--- config.mk ---
export PLATFORM = sky130hd
export DESIGN_NAME = fl_scan_sched
export DESIGN_NICKNAME = d
export VERILOG_FILES = /design/src/rtl/fl_scan_sched.sv
export SDC_FILE = /design/constraint.sdc
export NUM_CORES = 1
export LEC_CHECK = 0
export ABC_AREA = 1
export CORE_MARGIN = 5
export CORE_UTILIZATION = 35
export CTS_BUF_LIST = sky130_fd_sc_hd__clkbuf_16
export DETAILED_ROUTE_END_ITERATION = 10
export PLACE_DENSITY = 0.68
export SLEW_MARGIN = 20
export SYNTH_ARGS = -nofsm -noshare
export SYNTH_HDL_FRONTEND = slang
export SYNTH_SLANG_ARGS = --single-unit
--- constraint.sdc ---
create_clock -name clk_i -period 2.5 [get_ports clk_i]
set_input_delay 0.5 -clock clk_i [delete_from_list [all_inputs] [get_ports clk_i]]
set_output_delay 0.5 -clock clk_i [all_outputs]
set_load 0.005 [all_outputs]
--- src/rtl/fl_scan_sched.sv ---
// fl_scan_sched: round-robin arbiter feeding a serial MSB-first
// highest-set-bit scan engine shared by NREQ requesters.
module fl_scan_sched #(
    parameter int NREQ = 4,
    parameter int W    = 16,
    parameter int IW   = $clog2(W),
    parameter int OW   = $clog2(NREQ)
) (
    input  logic              clk_i,
    input  logic              rst_i,
    input  logic [NREQ-1:0]   req_i,
    input  logic [NREQ*W-1:0] data_i,
    input  logic              flush_i,
    output logic [NREQ-1:0]   gnt_o,
    output logic              busy_o,
    output logic              done_o,
    output logic [OW-1:0]     owner_o,
    output logic [IW-1:0]     idx_o,
    output logic              found_o
);

    localparam logic [1:0] S_IDLE = 2'd0;
    localparam logic [1:0] S_SCAN = 2'd1;
    localparam logic [1:0] S_DONE = 2'd2;

    logic [1:0]      state_q, state_d;
    logic [OW-1:0]   ptr_q, ptr_d;
    logic [OW-1:0]   own_q, own_d;
    logic [W-1:0]    buf_q, buf_d;
    logic [IW-1:0]   cnt_q, cnt_d;
    logic [NREQ-1:0] gnt_q, gnt_d;
    logic [OW-1:0]   res_own_q, res_own_d;
    logic [IW-1:0]   idx_q, idx_d;
    logic            found_q, found_d;

    logic            win_vld;
    logic [OW-1:0]   win;

    // Round-robin pick: first requester at or above ptr, wrapping.
    always_comb begin
        int j;
        j       = 0;
        win_vld = 1'b0;
        win     = '0;
        for (int k = NREQ - 1; k >= 0; k--) begin
            j = int'(ptr_q) + k;
            if (j >= NREQ) j = j - NREQ;
            if (req_i[j]) begin
                win_vld = 1'b1;
                win     = OW'(j);
            end
        end
    end

    // Next-state logic for accept, scan and result capture.
    always_comb begin
        state_d   = state_q;
        ptr_d     = ptr_q;
        own_d     = own_q;
        buf_d     = buf_q;
        cnt_d     = cnt_q;
        gnt_d     = '0;
        res_own_d = res_own_q;
        idx_d     = idx_q;
        found_d   = found_q;
        unique case (state_q)
            S_IDLE: begin
                if (win_vld) begin
                    buf_d   = data_i[int'(win)*W +: W];
                    cnt_d   = {IW{1'b1}};
                    own_d   = win;
                    ptr_d   = (win == OW'(NREQ - 1)) ? '0 : win + 1'b1;
                    gnt_d   = NREQ'(1) << win;
                    state_d = S_SCAN;
                end
            end
            S_SCAN: begin
                if (flush_i) begin
                    state_d = S_IDLE;
                end else if (buf_q[cnt_q]) begin
                    idx_d     = cnt_q;
                    found_d   = 1'b1;
                    res_own_d = own_q;
                    state_d   = S_DONE;
                end else if (cnt_q == '0) begin
                    idx_d     = '0;
                    found_d   = 1'b0;
                    res_own_d = own_q;
                    state_d   = S_DONE;
                end else begin
                    cnt_d = cnt_q - 1'b1;
                end
            end
            S_DONE: state_d = S_IDLE;
            default: state_d = S_IDLE;
        endcase
    end

    // State and datapath registers, cleared asynchronously.
    always_ff @(posedge clk_i or negedge rst_i) begin
        if (!rst_i) begin
            state_q   <= S_IDLE;
            ptr_q     <= '0;
            own_q     <= '0;
            buf_q     <= '0;
            cnt_q     <= '0;
            gnt_q     <= '0;
            res_own_q <= '0;
            idx_q     <= '0;
            found_q   <= 1'b0;
        end else begin
            state_q   <= state_d;
            ptr_q     <= ptr_d;
            own_q     <= own_d;
            buf_q     <= buf_d;
            cnt_q     <= cnt_d;
            gnt_q     <= gnt_d;
            res_own_q <= res_own_d;
            idx_q     <= idx_d;
            found_q   <= found_d;
        end
    end

    assign gnt_o   = gnt_q;
    assign busy_o  = (state_q != S_IDLE);
    assign done_o  = (state_q == S_DONE);
    assign owner_o = res_own_q;
    assign idx_o   = idx_q;
    assign found_o = found_q;

endmodule

==> flow_metrics.tcl <==
set metrics [dict create \
    outcome "finished clean" \
    die-area_mm2 0.00932 \
    synth.distinct_cells 23 \
    core-area_mm2 0.00725 \
    maxCapViolCount 0 \
    power_frac_comb 0.646 \
    cpMaxStageDelayCell "clkdlybuf4s50_1" \
    grt_max_degree 38 \
    p_seq_frac 0.233 \
    setup_viol 0 \
    clock_skew_ns 0.00445 \
    switchingPower_mw 2.34 \
    start_util 0.361 \
    worstMarginPinSlew_ns 0.792 \
    yosysWarnings 0 \
    rrSetupSlack_ns 0.36 \
    num-nets-final 572 \
    die_x_um 96.5 \
    use_met1 0.211 \
    cp_top_family "simple AND/OR/NAND/NOR gates" \
    grt-ovfl-total 0 \
    slew_violations 0 \
    synth.avg_cell_area_um2 6.19 \
    reg2reg_depth 13 \
    reg2reg_to "ptr_q[1]" \
    clock.fmax_ghz 0.456 \
    gp_congestion 0.841 \
    grt_pass1_vias 2718 \
    cts_max_path_buffers 2 \
    wl_um 6690 \
    netlist_area_mm2 0.00262 \
    area_growth_pct 38.2 \
    rsz0062_at_grt "no" \
    p_leak_nw 1.99 \
    yosys_register_bits 37 \
    ant_nets 0 \
    clkLatencyLatePin_ns 0.28 \
    async_flop_share 1.00 \
    grt_pass1_wl_um 11700 \
    cts-root-buf "clkbuf_16" \
    grt_use_met2 0.255 \
    critPathMaxFanout 35 \
    startpoint_type "input pin" \
    yosysMostFrequentCell "nand2_1" \
    path_buf_inv 2 \
    fin_total_pwr_mw 4.75 \
    r2r_start "ptr_q[0]" \
    switching_share 0.492 \
    hold_viol_final 0 \
    instances_no_fill 598 \
    netlist_instances 423 \
    drtIter0Drc 96 \
    ys_top_cells_by_area "dfrtp_1 35%, nand2_1 20%, nand3_1 15%" \
    worstHoldPathType "in2async" \
    drive_above_1_share 0.0401 \
    end_kind "register" \
    fin_hold_ws_ns 0.309 \
    internal-power_mw 2.41 \
    busiest_layer "met2" \
    placed_cells 591 \
    clock_power_share 0.121 \
    crit_type "in2reg" \
    power-per-cell-area_mw_per_mm2 1310 \
    yosysTopAreaCell "dfrtp_1" \
    dp_hpwl_um 5260 \
    synth_edf_count 0 \
    synthFlopType "dfrtp_1" \
    vias 2732 \
    grtUsageMet3 0.0341 \
    numPortBuffers 83 \
    rows 31 \
    netlist.area_leader.share 0.353 \
    cts_inserted_buffers 5 \
    grt_usage 0.156 \
    drt-pass1-iter-count 4 \
    fin_setup_tns_ns 0 \
    vdd_drop_max_mv 0.534 \
    fp.dieH_um 96.5 \
    ys_seq_area_frac 0.353 \
    cts_tree "done" \
    placed_area_mm2 0.00349 \
    crit_path_frequent_cell "nand2_1" \
    antennaDiodeCount 0 \
    h-tree-depth 2 \
    min_period_ns 2.19 \
    viasPerCell 4.57 \
    stdcell_area_mm2 0.00362 \
    avgRoutedWirePerCell_um 11.2 \
    post-cts-setup-buffers 0 \
    relSlewSlack 0.472 \
    required_ns 2.63 \
    yosys-top-cells-count "143 x nand2_1, 83 x inv_1, 76 x nand3_1" \
    clk_pin_slew_worst_paths_ns 0.05 \
    crit_chain "clkdlybuf4s50_1 -> inv_1 -> o21ai_2 -> nand2_1 -> nand3_1 -> nand2_1 -> nand2_2 -> nand2_4 -> ha_1 -> nand2_1 -> o21ai_0" \
    synth_nets 496 \
    crit_path_max_incr_delay_ns 0.48 \
    crit_arrival_ns 2.32 \
    antenna_found_initial 0 \
    drc_errors 0 \
    ios 84 \
    clock_sinks 37 \
    fin_crit_sh 0.877 \
]
==> power by group through the flow <==
stage	registers, mW	logic (mW)	clock network [mW]
floorplan	1.05	2.45	0
global placement	1.11	2.99	0
detailed placement	1.11	3.09	0
CTS	1.11	3.11	0.586
global route	1.15	3.60	0.612
finish	1.11	3.07	0.573
==> registers in the layout, indices dropped and copies added (netlist names) <==
name and cells:
gnt_o 4, owner_o 2, ptr_q 2, own_q 2, idx_o 4, found_o 1
state_q 2, buf_q 16, cnt_q 4
==> per-layer routing <==
layer / share of wire / vias to the layer above
met5: 0 / -
met4: 0.0091 / 0
met3: 0.065 / 7
met2: 0.46 / 87
met1: 0.47 / 1201
li1: - / 1437
==> worst max path at each step <==
stage	start	endpoint	slack [ns]	cells past startpoint
CTS	ptr_q[0]	ptr_q[1]	0.19	13
floorplan	ptr_q[0]	ptr_q[1]	0.66	11
global route	req_i[2]	ptr_q[1]	0.11	12
detailed placement	req_i[3]	ptr_q[1]	-0.009	11
finish	req_i[3]	ptr_q[1]	0.31	11
global placement	req_i[0]	ptr_q[1]	0.13	14
==> per-stage QoR <==
stage	worst slack, ns	util
6_report	0.308	0.499
4_1_cts	0.189	0.499
2_1_floorplan	0.663	-
3_5_place_dp	-0.00922	0.481
3_3_place_gp	0.130	0.481
5_1_grt	0.108	0.499
==> kinds of logic (layout without fill, tap and decap cells) <==
| group | after synthesis | count (layout) | share of synthesized area |
|---|---|---|---|
| fa+ha+maj | 2 | 2 | 0.00955 |
| buf+inv | 104 | 180 | 0.168 |
| xor+xnor | 2 | 2 | 0.00669 |
| flops | 37 | 37 | 0.353 |
| simple gates | 251 | 251 | 0.405 |
| compound gates | 27 | 27 | 0.0573 |
==> cell usage in the layout (no fill, tap or decap) <==
cell type        netlist  routed
nand2_2                1       1
buf_2                  9       1
o21ai_2                2       2
nand3_1               76      76
ha_1                   2       2
inv_2                  2       2
xor2_1                 1       1
nand3b_1               1       1
o21ai_0               20      20
xnor2_1                1       1
clkdlybuf4s50_1        0      82
o21ai_1                2       2
nor4_1                 1       1
nand2_4                1       1
nand2_1              143     143
inv_1                 83      84
buf_4                  2       5
or2_2                  1       1
clkbuf_16              0       5
dfrtp_2                0       1
o211ai_1               3       3
nand3_2                1       1
dfrtp_1               37      36
nor2_1                26      26
clkinv_1               0       1
==> cell type report <==
cell class | count | area [um2]
sequential | 37 | 927
clock buffer | 5 | 125
clock inverter | 2 | 7.51
fill | 763 | 3630
inverter | 85 | 319
multi-input combinational | 282 | 1250
tap | 99 | 124
timing repair buffer | 88 | 863
==> timing repair <==
action                                  4_1_cts  5_1_grt
gates resized for setup                       0        1
endpoints found under the setup margin        0        1
hold buffers                                  0        0
==> worst reg2reg max path, cell delays in order (launching register included) <==
cell and delay [ns]:
dfrtp_2 0.50, inv_1 0.17, nand2_1 0.09, nand2_1 0.08, inv_1 0.06, nand2_1 0.08, nand2_1 0.08, inv_2 0.07
nand2_1 0.06, nand2_2 0.09, nand2_4 0.21, ha_1 0.36, nand2_1 0.06, o21ai_0 0.10
Note: power is estimated with default switching activity, not from simulation.
